**src/rtl/mux_4way_16.sv**
```systemverilog
// mux_4way_16: 4-input word selector with a combinational output and an enabled registered copy
module mux_4way_16 #(
    parameter int               WIDTH   = 16,
    parameter logic [WIDTH-1:0] RST_VAL = '0
) (
    input  logic             clk,
    input  logic             rst_n,
    input  logic [WIDTH-1:0] W,
    input  logic [WIDTH-1:0] X,
    input  logic [WIDTH-1:0] Y,
    input  logic [WIDTH-1:0] Z,
    input  logic [1:0]       s,
    input  logic             en,
    output logic [WIDTH-1:0] OUT,
    output logic [WIDTH-1:0] OUT_Q,
    output logic [1:0]       S_Q,
    output logic             VLD_Q
);
    logic [WIDTH-1:0] w_sel;
    logic [WIDTH-1:0] r_out_q;
    logic [1:0]       r_s_q;
    logic             r_vld_q;
    // select one of the four words; every select code maps to an input, so no storage is inferred
    always_comb w_sel = (s == 2'd0) ? W : (s == 2'd1) ? X : (s == 2'd2) ? Y : Z;
    // capture the selected word and its select code on enabled edges; reset wins over enable
    always_ff @(posedge clk) begin
        if (!rst_n) begin
            r_out_q <= RST_VAL;
            r_s_q   <= 2'd0;
            r_vld_q <= 1'b0;
        end else if (en) begin
            r_out_q <= w_sel;
            r_s_q   <= s;
            r_vld_q <= 1'b1;
        end
    end
    assign OUT   = w_sel;
    assign OUT_Q = r_out_q;
    assign S_Q   = r_s_q;
    assign VLD_Q = r_vld_q;
endmodule

```
**config.mk**
```make
export PLATFORM = sky130hd
export DESIGN_NAME = mux_4way_16
export DESIGN_NICKNAME = d
export VERILOG_FILES = /design/src/rtl/mux_4way_16.sv
export SDC_FILE = /design/constraint.sdc
export NUM_CORES = 1
export LEC_CHECK = 0
export ABC_AREA = 1
export CAP_MARGIN = 20
export CORE_MARGIN = 5
export CORE_UTILIZATION = 40
export CTS_BUF_LIST = sky130_fd_sc_hd__clkbuf_2
export DETAILED_ROUTE_END_ITERATION = 6
export GPL_TIMING_DRIVEN = 0
export PLACE_DENSITY = 0.95
export RECOVER_POWER = 25
export SLEW_MARGIN = 20
export SYNTH_ARGS = -nofsm -noshare
export SYNTH_HDL_FRONTEND = slang
export SYNTH_SLANG_ARGS = --single-unit
```
**constraint.sdc**
```tcl
create_clock -name clk -period 2.08 [get_ports clk]
set_input_delay 0.52 -clock clk [delete_from_list [all_inputs] [get_ports clk]]
set_output_delay 0.52 -clock clk [all_outputs]
set_load 0.005 [all_outputs]
```
Word-level counts from Yosys, hierarchy flattened. Index checks and enable logic that the tools add are counted.

Reduce and logical (&&, ||, !) cells: 1. Mux-type cells: 3. Equality and inequality tests: 2.

Operators with widths (number): $mux W16 (3); $eq A2 B1 Y1 const B (1); $eq A2 B2 Y1 const B (1); $logic_not A2 Y1 (1).

Input bits: 69. Word-level logic and storage cells: 9. Register bits: 19. Output and inout port bits: 35.

Longest topological paths before layout. Gate-level depths: netlist of run 1.

Word-level depth: 4. Mapped depth: 10. Mapped depth without buffers: 8.

Worst setup path after synthesis of run 1. Ideal clock, no wire load.

Path type: in2out. Start point: input s[0]. End point: output OUT[5]. Buffers on the path: 1. Required time: 1.560 ns. Slack: 0.441 ns. Arrival: 1.119 ns. Cell stages on the path: 6. Cell sequence: buf_6 > inv_6 > nand2_4 > or2_1 > nand2_1 > nand2_1.

Cells in the longest elaborated chain, start to end: 4. Elaborated cells on any way between the ends: 6. Classes of those cells: eq/ne: 2; mux: 3; reduce/logical: 1.

Ends and longest elaborated chain: start: declaration (RTL line 12) `input logic [1:0] s,`; $eq A2 B2 Y1 (RTL line 24) `always_comb w_sel = (s == 2'd0) ? W : (s == 2'd1) ? X : (s == 2'd2) ? Y : Z;`; $mux W16 (2 in a row) (RTL line 24); $mux W16 (*) (RTL line 24); end: declaration (RTL line 14) `output logic [WIDTH-1:0] OUT,`.

Mark *: on every way between the ends. The rest lies on a longest branch, timed or not.

Worst setup path after layout of run 1.
Start point: input s[1]. End point: output OUT[2].

Same word-level chain as after synthesis.

==> results by group, run 1 <==
Power
  – Leak: 1.470 nW
  – Max VDD drop: 0.3214 mV
  – Power density cells: 395.6 nW/um2
  – Total design power: 1.081 mW

Critical path
  – End point of the critical path: OUT[2]
  – Slowest CP cell: clkbuf_16
  – Critical Path Source: s[1]
  – Worst-path cell chain: buf_2 > clkbuf_16 > buf_12 > nor2_8 > buf_6 > buf_4 > nand2_1 > nand2_1 > buf_2
  – Crit Reg-Reg Startpoint: OUT_Q[14]$_SDFFE_PN0P_
  – R2R cell count: 4
  – Crit path kind: primary input to output pin
  – Req. time, crit path: 1560 ps
  – R2r setup slk: 1380 ps
  – Number of cells on the critical path: 9
  – Critical R2R Capture: OUT_Q[14]$_SDFFE_PN0P_
  – Critical path arrival: 1530 ps
  – Critical path startpoint category: primary input
  – CP Max Fanout: 7
  – Worst Path Buf+Inv: 6
  – Element type at the critical path end: output pin
  – Max incr delay on CP: 160 ps
  – Crit path max-delay family: buffers and inverters

Logic synthesis
  – Syn nets: 346
  – Avg Inst Size Synth: 5.619 um2
  – Synth cell types: 22
  – Synth warn: 0
  – Synth Instances: 277
  – FF+latch count, synth: 19
  – Synth Cell Area: 1556 um2
  – Sequential area share after synthesis: 0.2444

Route
  – Routed length per instance: 13.19 um
  – Met3 WL post-DR: 699 um
  – Initial drt markers: 67
  – Met2 wire length: 2787 um
  – DRT antenna net count: 0
  – Post-route DRC: 0
  – Wl on met1: 2218 um
  – Detailed Routing Iterations Pass 1: 4
  – Top Metal Used: met4
  – Via/cell ratio: 4.748
  – Routed wire length: 5818 um
  – Routed vias: 2094

Timing
  – Setup-failing EPs final: 0
  – Worst-Margin Slew: 466.4 ps
  – Endpoints failing hold: 0
  – FMAX: 487.5 MHz
  – Unrepaired setup endpoints after global routing: true
  – Final min period: 2051 ps
  – Period Utilization, post-route: 0.9862
  – Clk_skew: 0 ps
  – Fin. max-slew vios: 0
  – Rel. slew slack: 0.6891

Finish
  – Area Overhead vs Synth: 75.56%
  – Post-route cell area: 2733 um2
  – Number of diodes: 0
  – Layout cells sized above 1: 0.1603
  – Layout Nets: 463

Clock tree
  – Clock Root Buffer: clkbuf_2
  – Max clock buf depth: 2
  – CTS clock-pin slew for the worst setup and hold paths: 170 ps
  – CTS Hold Bufs: 0
  – Num Clock Sinks: 19
  – Htree depth: 1
  – Total CTS buffers: 3
  – TritonCTS clock tree: done
  – Clock latency on the worst-skew pair: 300 ps

Min path
  – Tightest Hold Check Type: flip-flop to flip-flop

Floorplanning
  – DIE AREA: 5239 um2
  – Die Ht: 72.38 um
  – # IOs: 104
  – Initial Utilization: 0.4189
  – Cell Rows: 22
  – Core ar.: 3716 um2
  – Die X: 72.38 um

Global route
  – Largest net degree at the start of global routing: 11
  – Gr ovfl total: 0
  – Initial antenna violation count: 0
  – First-pass GRT wire length: 9094 um
  – Gr usage total: 0.2180
  – Number of global-route vias before repair: 2090

Placement
  – PortBufs: 101
  – Placed Area: 2628 um2
  – RePlAce Congestion: 0.8991
  – DP HPWL: 4417 um

Run
  – Max Cap Viol: 0

Status
  – Status: completed
[synth_stat cells]
master    count  area share
buf_8         1      0.0096
nand2_4       1      0.0072
or2_0         1      0.0040
nor2_8        1       0.013
clkbuf_8      1      0.0088
nand2_2       1      0.0040
dfxtp_1      19        0.24
o21ai_2       3       0.017
nand3b_1     13       0.063
or2_1         2      0.0080
clkinv_1      1      0.0024
a21oi_1       2      0.0064
nand2_1     109        0.26
o21ai_0       2      0.0064
buf_6         3       0.022
inv_1        43        0.10
inv_6         1      0.0056
buf_2         4       0.013
nor2_1       35       0.084
clkbuf_1      1      0.0024
buf_4         4       0.019
nand3_1      29       0.093
[worst min-delay path by stage]
stage | cells after the start | slack [ps] | from | end
5_1_grt | 2 | 550 | VLD_Q$_SDFFE_PN0P_ | VLD_Q$_SDFFE_PN0P_
2_1_floorplan | 2 | 460 | VLD_Q$_SDFFE_PN0P_ | VLD_Q$_SDFFE_PN0P_
4_1_cts | 2 | 500 | VLD_Q$_SDFFE_PN0P_ | VLD_Q$_SDFFE_PN0P_
3_5_place_dp | 2 | 470 | VLD_Q$_SDFFE_PN0P_ | VLD_Q$_SDFFE_PN0P_
3_3_place_gp | 2 | 450 | VLD_Q$_SDFFE_PN0P_ | VLD_Q$_SDFFE_PN0P_
6_report | 2 | 500 | VLD_Q$_SDFFE_PN0P_ | VLD_Q$_SDFFE_PN0P_
[cell usage in the layout (no fill, tap or decap), types with 5 or more instances in the layout]
| master | instances |
|---|---|
| nand2_2 | 9 |
| buf_4 | 11 |
| nand3b_1 | 13 |
| buf_6 | 5 |
| buf_2 | 8 |
| nand2_1 | 101 |
| clkbuf_2 | 16 |
| nand3_1 | 28 |
| inv_1 | 42 |
| nor2_1 | 34 |
| dfxtp_1 | 19 |
| clkdlybuf4s50_1 | 83 |
[per-stage QoR]
| stage | setup WS (ps) | utilization | setup TNS (ps) | cells | hold WS, ps |
|---|---|---|---|---|---|
| 2_1_floorplan | 441.2 | - | 0 | 277 | 463.8 |
| 3_3_place_gp | -626.0 | 0.7071 | -9032 | 426 | 451.2 |
| 3_5_place_dp | -654.8 | 0.7071 | -9723 | 426 | 470.2 |
| 4_1_cts | 1.407 | 0.7461 | 0 | 439 | 504.4 |
| 5_1_grt | -11.81 | 0.7354 | -31.41 | 441 | 547.0 |
| 6_report | 28.77 | 0.7354 | 0 | 441 | 499.9 |
[cells by family after synthesis]
kind of cell / after synthesis / synth area share
and+or+nand+nor: 192 / 0.5394
AOI/OAI and AO/OA: 7 / 0.02975
buffers and inverters: 59 / 0.1865
DFF: 19 / 0.2444
[cell type report]
class / instances / area [um2]
buffer: 14 / 136.4
clock buffer: 4 / 20.02
fill: 319 / 983.4
inverter: 45 / 173.9
multi-input combinational: 199 / 927.1
sequential: 19 / 380.4
tap: 48 / 60.06
timing repair buffer: 112 / 1035
[routing by layer]
metal  GRT usage  vias to the layer above
li1            -                     1065
met1      0.2322                      923
met2      0.4135                       96
met3     0.08033                       10
met4     0.03484                        0
met5           0                        -
[state kept, by name, summed over array words and instances (netlist names)]
signal and flops:
OUT_Q 16, S_Q 2, VLD_Q 1
[tightest hold or removal path, delay by kind of cell (launching register included)]
kind	cells	cell delay [ps]
flops	1	340
simple gates	2	130
[power by group]
part	internal [mW]	total [mW]	switching, mW	leakage, nW
Sequential	0.393	0.407	0.0145	0.158
Combinational	0.290	0.510	0.221	1.30
Clock	0.0509	0.163	0.112	0.0166
Total	0.734	1.08	0.348	1.47
[timing repair]
item | in CTS | in global routing
gates resized for setup | 42 | 33
gates cloned | 2 | 0
setup endpoints to repair | 16 | 16
pin swaps | 5 | 3
setup buffers | 7 | 2
No activity file was read; power rests on OpenSTA's default activity.
==> run 2: changes to the inputs <==
--- a/config.mk
+++ b/config.mk
@@ -7,7 +7,7 @@
 export LEC_CHECK = 0
 export ABC_AREA = 1
 export CAP_MARGIN = 20
-export CORE_MARGIN = 5
+export CORE_MARGIN = 2
 export CORE_UTILIZATION = 40
 export CTS_BUF_LIST = sky130_fd_sc_hd__clkbuf_2
 export DETAILED_ROUTE_END_ITERATION = 6
==> constraint.sdc (replaced) <==
create_clock -name clk -period 2.08 [get_ports clk]
set_input_delay 0.52 -clock clk [delete_from_list [all_inputs] [get_ports clk]]
set_output_delay 0.52 -clock clk [all_outputs]
set_load 0.02 [all_outputs]
==> run 2 against run 1 <==
Effect of this change: register-to-register slack better by 20 ps; flip-flop and latch count unchanged; critical path type unchanged; clock power up 3%; hold slack better by 10 ps; first-iteration DRC count up 3.0%; clock-buffer cell count down 1; critical path depth down 1.
==> results by group, run 2 (synthesis gave the netlist of run 1 again) <==
Status
  – Status: completed (unchanged)

Clock tree
  – Clock Root Buffer: clkbuf_2 (unchanged)
  – Total CTS buffers: 3 (unchanged)
  – TritonCTS clock tree: done (unchanged)
  – Num Clock Sinks: 19 (unchanged)
  – Htree depth: 1 (unchanged)
  – CTS clock-pin slew for the worst setup and hold paths: 190 ps (was 170 ps)
  – Clock latency on the worst-skew pair: 320 ps (was 300 ps)
  – Max clock buf depth: 2 (unchanged)

Finish
  – Most frequent cells in the layout: 97 x nand2_1, 83 x clkdlybuf4s50_1, 42 x inv_1 (was 101 x nand2_1, 83 x clkdlybuf4s50_1, 42 x inv_1)
  – Layout cells sized above 1: 0.1886 (was 0.1603)
  – Max reg flops: 16 (unchanged)
  – Filler instances: 293 (was 319)
  – Area Overhead vs Synth: 84.16% (was 75.56%)
  – Register area: 380.4 um2 (unchanged)
  – Commonest non-fill, non-tap cell in the layout: nand2_1 (unchanged)
  – Util after Layout: 0.7771 (was 0.7354)
  – Layout Nets: 473 (was 463)
  – Multi-input logic area: 932.1 um2 (was 927.1 um2)
  – Number of diodes: 0 (unchanged)

Floorplanning
  – DIE AREA: 4406 um2 (was 5239 um2)
  – # IOs: 104 (unchanged)
  – Core ar.: 3689 um2 (was 3716 um2)
  – Initial Utilization: 0.4220 (was 0.4189)
  – Cell Rows: 22 (unchanged)
  – Die Ht: 66.38 um (was 72.38 um)
  – Die X: 66.38 um (was 72.38 um)

Timing
  – FMAX: 496.9 MHz (was 487.5 MHz)
  – Final min period: 2013 ps (was 2051 ps)
  – Period Utilization, post-route: 0.9676 (was 0.9862)
  – Endpoints failing hold: 0 (unchanged)
  – Rel. slew slack: 0.7272 (was 0.6891)
  – Unrepaired setup endpoints after global routing: false (was true)
  – Fin. max-slew vios: 0 (unchanged)
  – Clk_skew: 0 ps (unchanged)
  – Worst-Margin Slew: 409.1 ps (was 466.4 ps)
  – Setup-failing EPs final: 0 (unchanged)
  – Final worst slack: 67.36 ps (was 28.77 ps)

Global route
  – Gr ovfl total: 0 (unchanged)
  – Gr usage total: 0.2615 (was 0.2180)
  – Largest net degree at the start of global routing: 12 (was 11)
  – Number of global-route vias before repair: 2039 (was 2090)
  – First-pass GRT wire length: 8887 um (was 9094 um)
  – Initial antenna violation count: 0 (unchanged)

Critical path
  – Critical R2R Capture: OUT_Q[3]$_SDFFE_PN0P_ (was OUT_Q[14]$_SDFFE_PN0P_)
  – Critical path arrival: 1490 ps (was 1530 ps)
  – Crit path kind: primary input to output pin (unchanged)
  – Critical path startpoint category: primary input (unchanged)
  – Crit Reg-Reg Startpoint: OUT_Q[3]$_SDFFE_PN0P_ (was OUT_Q[14]$_SDFFE_PN0P_)
  – Req. time, crit path: 1560 ps (about the same)
  – R2R cell count: 4 (unchanged)
  – CP Max Fanout: 2 (was 7)
  – End point of the critical path: OUT[11] (was OUT[2])
  – Critical Path Source: X[11] (was s[1])
  – Element type at the critical path end: output pin (unchanged)
  – R2r setup slk: 1400 ps (was 1380 ps)

Placement
  – Pre-CTS WS: -759.0 ps (was -654.8 ps)
  – DP HPWL: 4076 um (was 4417 um)
  – PortBufs: 101 (unchanged)
  – RePlAce Congestion: 0.8080 (was 0.8991)

Route
  – Routed wire length: 5671 um (was 5818 um)
  – DRT antenna net count: 0 (unchanged)
  – Post-route DRC: 0 (unchanged)
  – Routed length per instance: 12.57 um (was 13.19 um)
  – Routed vias: 2151 (was 2094)
  – Detailed Routing Iterations Pass 1: 5 (was 4)
  – Initial drt markers: 69 (was 67)
  – Via/cell ratio: 4.769 (was 4.748)

Min path
  – Tightest Hold Check Type: flip-flop to flip-flop (unchanged)

Run
  – Max Cap Viol: 0 (unchanged)

Power
  – Power density cells: 424.3 nW/um2 (was 395.6 nW/um2)
  – Max VDD drop: 0.3520 mV (was 0.3214 mV)
  – Leak: 1.530 nW (was 1.470 nW)
run 2: metal layers:
layer	track usage	vias to the layer above	part of all wire
met3	0.09029	11	0.11
met4	0.05357	0	0.014
li1	-	1081	-
met2	0.4925	106	0.51
met1	0.2782	953	0.37
met5	0	-	0
run 2: worst min-delay path by stage:
stage | from | endpoint | slack, ps | depth (start not counted)
2_1_floorplan | VLD_Q$_SDFFE_PN0P_ | VLD_Q$_SDFFE_PN0P_ | 550 | 2
3_3_place_gp | VLD_Q$_SDFFE_PN0P_ | VLD_Q$_SDFFE_PN0P_ | 450 | 2
3_5_place_dp | VLD_Q$_SDFFE_PN0P_ | VLD_Q$_SDFFE_PN0P_ | 470 | 2
4_1_cts | VLD_Q$_SDFFE_PN0P_ | VLD_Q$_SDFFE_PN0P_ | 510 | 2
5_1_grt | VLD_Q$_SDFFE_PN0P_ | VLD_Q$_SDFFE_PN0P_ | 520 | 2
6_report | VLD_Q$_SDFFE_PN0P_ | VLD_Q$_SDFFE_PN0P_ | 510 | 2
run 2: critical path, stage by stage:
cell and delay [ps]:
clkdlybuf4s50_1 450, nand2_1 50, nand2_1 90, nand2_1 60, inv_1 40, nand2_1 70
nand2_1 70, buf_4 130
run 2: cell type report:
| cell class | count | share of cell area |
|---|---|---|
| timing repair buffer | 122 | 0.4055 |
| buffer | 14 | 0.04714 |
| tap | 48 | 0.02095 |
| clock inverter | 1 | 0.001746 |
| inverter | 45 | 0.06155 |
| sequential | 19 | 0.1327 |
| clock buffer | 3 | 0.005238 |
| multi-input combinational | 199 | 0.3252 |
run 2: timing repair:
item / in CTS / in global routing
setup buffers: 19 / 0
cloned: 2 / 0
setup endpoints to repair: 16 / 18
resized for setup: 104 / 9
pin swaps: 8 / 2
hold buffers: 0 / 0
run 2: power breakdown:
| part | internal (mW) | switching (mW) |
|---|---|---|
| logic | 0.338 | 0.302 |
| registers | 0.393 | 0.0152 |
| clock network | 0.0436 | 0.124 |
run 2: metrics by stage:
step | setup TNS [ps] | area, um2 | total power, mW | instances | hold WS (ps)
CTS | 0 | 2850 | 1.203 | 451 | 509.8
global placement | -10650 | 2628 | 0.9749 | 426 | 449.5
floorplan | 0 | 1556 | 0.6944 | 277 | 554.9
global route | 0 | 2867 | 1.285 | 451 | 522.9
finish | 0 | 2867 | 1.216 | 451 | 510.1
detailed placement | -10950 | 2628 | 0.9844 | 426 | 472.8
==> run 3: changes to the inputs <==
--- a/config.mk
+++ b/config.mk
@@ -10,6 +10,7 @@
 export CORE_MARGIN = 2
 export CORE_UTILIZATION = 40
 export CTS_BUF_LIST = sky130_fd_sc_hd__clkbuf_2
+export CTS_CLUSTER_SIZE = 14
 export DETAILED_ROUTE_END_ITERATION = 6
 export GPL_TIMING_DRIVEN = 0
 export PLACE_DENSITY = 0.95
==> results of run 3 <==
The final DEF is identical to that of run 2; final timing and power are the same.
==> variant 1: new RTL, config.mk and constraints of run 1 <==
The parameter `WIDTH` goes from 16 to 20.
--- a/src/rtl/mux_4way_16.sv
+++ b/src/rtl/mux_4way_16.sv
@@ -1,6 +1,6 @@
 // mux_4way_16: 4-input word selector with a combinational output and an enabled registered copy
 module mux_4way_16 #(
-    parameter int               WIDTH   = 16,
+    parameter int               WIDTH   = 20,
     parameter logic [WIDTH-1:0] RST_VAL = '0
 ) (
     input  logic             clk,
Ports: changed (6 resized); port bits go from 104 to 128. No check against the original RTL was run, so the function may have changed too.
==> variant 1 against run 1 <==
- the flow now finishes with violations (negative setup slack)
- clock skew stayed put
- via count is 24% higher
- wire length is 29% higher
- sequential cell count is 4 higher
- power is 22% higher
- global-route usage is 1.8 points higher
- cell count is 24% higher
- setup slack worse by 31 ps
- cell area is 23% higher
- area after synthesis is 19% higher
- critical endpoint is now OUT[17]
- sequential power is 21% higher
==> variant 1: results (changes against run 1) <==
[metrics] CP Capture Point: OUT[17] (was OUT[2])
[metrics] total placed instance area: 3170 sq um (was 2630 sq um)
[metrics] worst slack at placement: -783 ps (was -655 ps)
[metrics] WL met3: 971 microns (was 699 microns)
[metrics] sequential-to-total area share from yosys stat: 24.9% (was 24.4%)
[metrics] violations in the final reports: negative setup slack
[metrics] status: finished with violations (was completed)
[metrics] number of distinct library cells after synthesis: 16 (was 22)
[metrics] count of TritonRoute iterations in the first routing pass: 5 (was 4)
[metrics] clock group power: 183 uW (was 163 uW)
[metrics] Setup violations, final: 1 (was 0)
[metrics] critical path startpoint: Y[17] (was s[1])
[metrics] fraction of final layout cells sized beyond drive strength 1: 16.5% (was 16.0%)
[metrics] largest net degree at the start of global routing: 13 (was 11)
[metrics] syn_nets: 435 (was 346)
[metrics] routed length on met1: 2840 microns (was 2220 microns)
[metrics] final HPWL from detailed placement: 5730 microns (was 4420 microns)
[metrics] setup ws final: -2.69 ps (was 28.8 ps)
[metrics] internal power: 888 uW (was 734 uW)
[metrics] destination of the worst register-to-register timing path: OUT_Q[6]$_SDFFE_PN0P_ (was OUT_Q[14]$_SDFFE_PN0P_)
[metrics] met1 Use GR: 25.9% (was 23.2%)
[metrics] Worst Hold Margin: 502 ps (was 500 ps)
[metrics] clock latency of the later-clocked register in the worst-skew pair: 330 ps (was 300 ps)
[metrics] Total Negative Setup Slacks: -2.69 ps (was 0 ps)
[metrics] proportion of power drawn by combinational gates: 48.8% (was 47.2%)
-- variant 1: cell types whose count changed after synthesis, moves of 8 or more --
cell	delta
nand2_1	+30
nand3_1	+9
nor2_1	+9
clkinv_1	+8
-- variant 1: critical path: stages --
cell	delay (ps)
clkdlybuf4s50_1	390
inv_1	50
nand3_1	70
nand2_1	70
clkinv_1	60
nand2_2	80
nand2_1	50
dlygate4sd2_1	260
-- variant 1: layout make-up --
cell class	instances	area, sq um
plain buffers	20	156
clock buffers	4	20.0
fillers	355	1040
inverters	59	229
multi-input cells	248	1140
flip-flops and latches	23	460
well taps	52	65.1
repair buffers	142	1300
-- variant 1: cells by family after synthesis --
logic type	after synthesis	synth area share, %
buffers and inverters	79	17.6
AOI/OAI and AO/OA	6	1.63
and+or+nand+nor	242	55.9
DFF	23	24.9
-- variant 1: timing repair --
item	4_1_cts	5_1_grt
hold endpoints to repair	0	0
gates cloned	1	0
setup buffers	15	1
endpoints found under the setup margin	20	19
resized for setup	89	38
pin swaps	10	6
==> variant 2: new RTL, settings of run 1 <==
Without the edit above. Register the output `OUT`, with the module's reset; this adds one clock of latency there. The other outputs are not delayed to match.
--- a/src/rtl/mux_4way_16.sv
+++ b/src/rtl/mux_4way_16.sv
@@ -34,7 +34,13 @@
             r_vld_q <= 1'b1;
         end
     end
-    assign OUT   = w_sel;
+    always_ff @(posedge clk) begin
+        if (!rst_n) begin
+            OUT <= '0;
+        end else begin
+            OUT <= w_sel;
+        end
+    end
     assign OUT_Q = r_out_q;
     assign S_Q   = r_s_q;
     assign VLD_Q = r_vld_q;
Behaviour: not the same (Yosys sat finds a counterexample within 4 cycles, from zero or initial values and one cycle with rst_n low).
==> variant 2 against run 1 <==
- cell area grew 12%
- area after synthesis grew 26%
- sequential power increased by 84%
- power rose by 42%
- wire length grew 6.5%
- sequential cell count up 16
- count of clock-buffer cells in the layout up 1
- combinational power down 3%
- setup slack better by 240 ps
- highest routed layer unchanged
==> variant 2: results (changes against run 1) <==
[metrics] overall global routing resource usage: 19.5% (was 21.8%)
[metrics] WL met3: 700 microns (was 699 microns)
[metrics] CP max-delay cell: clkdlybuf4s50_1 (was clkbuf_16)
[metrics] fraction of final layout cells sized beyond drive strength 1: 5.91% (was 16.0%)
[metrics] hold endpoint: OUT[11]$_SDFF_PN0_ (was VLD_Q$_SDFFE_PN0P_)
[metrics] cell depth of the worst min-delay path: 4 (was 2)
[metrics] met1 Use GR: 22.4% (was 23.2%)
[metrics] M3 GR Usage: 6.32% (was 8.03%)
[metrics] Leakage Power: 0.00151 uW (was 0.00147 uW)
[metrics] Final #Nets: 475 (was 463)
[metrics] critical path startpoint: OUT_Q[1]$_SDFFE_PN0P_ (was s[1])
[metrics] commonest cells in the synthesized netlist: nand2_1 (93), inv_1 (46), dfxtp_1 (35), nor2_1 (35), nand3_1 (30) (was nand2_1 (109), inv_1 (43), nor2_1 (35), nand3_1 (29), dfxtp_1 (19))
[metrics] largest fanout on the critical path: 2 (was 7)
[metrics] number of global-route vias before repair: 2,172 (was 2,090)
[metrics] status: completed (unchanged)
[metrics] Compound-Gate Fraction of Synth Area: 6.00% (was 2.97%)
[metrics] total placed instance area: 3050 sq um (was 2630 sq um)
[metrics] sequential-to-total area share from yosys stat: 35.8% (was 24.4%)
[metrics] met2 routing resource usage after global routing: 34.7% (was 41.4%)
[metrics] clock latency of the later-clocked register in the worst-skew pair: 370 ps (was 300 ps)
[metrics] Tightest Hold Check Type: input port to flip-flop (was flip-flop to flip-flop)
[metrics] Area growth, synth to finish: 55.8% (was 75.6%)
[metrics] actual slew at the worst max-slew pin: 494 ps (was 466 ps)
[metrics] FF-to-FF Start: OUT_Q[6]$_SDFFE_PN0P_ (was OUT_Q[14]$_SDFFE_PN0P_)
[metrics] switching portion of total power: 29.5% (was 32.2%)
[metrics] Detail Route met2 WL: 3030 microns (was 2790 microns)
## variant 2: per-stage QoR
stage	total power (uW)	setup slack (ps)	hold WS [ps]	instances	util (%)
4_1_cts	1550	264	482	473	64.9
3_3_place_gp	1250	149	466	466	64.2
2_1_floorplan	978	757	464	298	-
3_5_place_dp	1260	99.6	469	466	64.2
5_1_grt	1620	160	496	473	64.2
6_report	1540	274	498	473	64.2
## variant 2: area by class of cell
type | count | area (sq um)
tap | 67 | 83.8
inverter | 47 | 181
sequential | 35 | 701
fill | 433 | 1700
multi-input combinational | 200 | 902
clock inverter | 2 | 8.76
buffer | 16 | 140
clock buffer | 5 | 25.0
timing repair buffer | 101 | 1010
## variant 2: power groups by stage
stage                     clock [uW]  combinational (uW)  sequential (uW)
after floorplan                    0                 213              765
after global placement             0                 489              759
after detailed placement           0                 500              762
after CTS                        300                 503              747
after global routing             328                 543              754
final                            295                 493              747
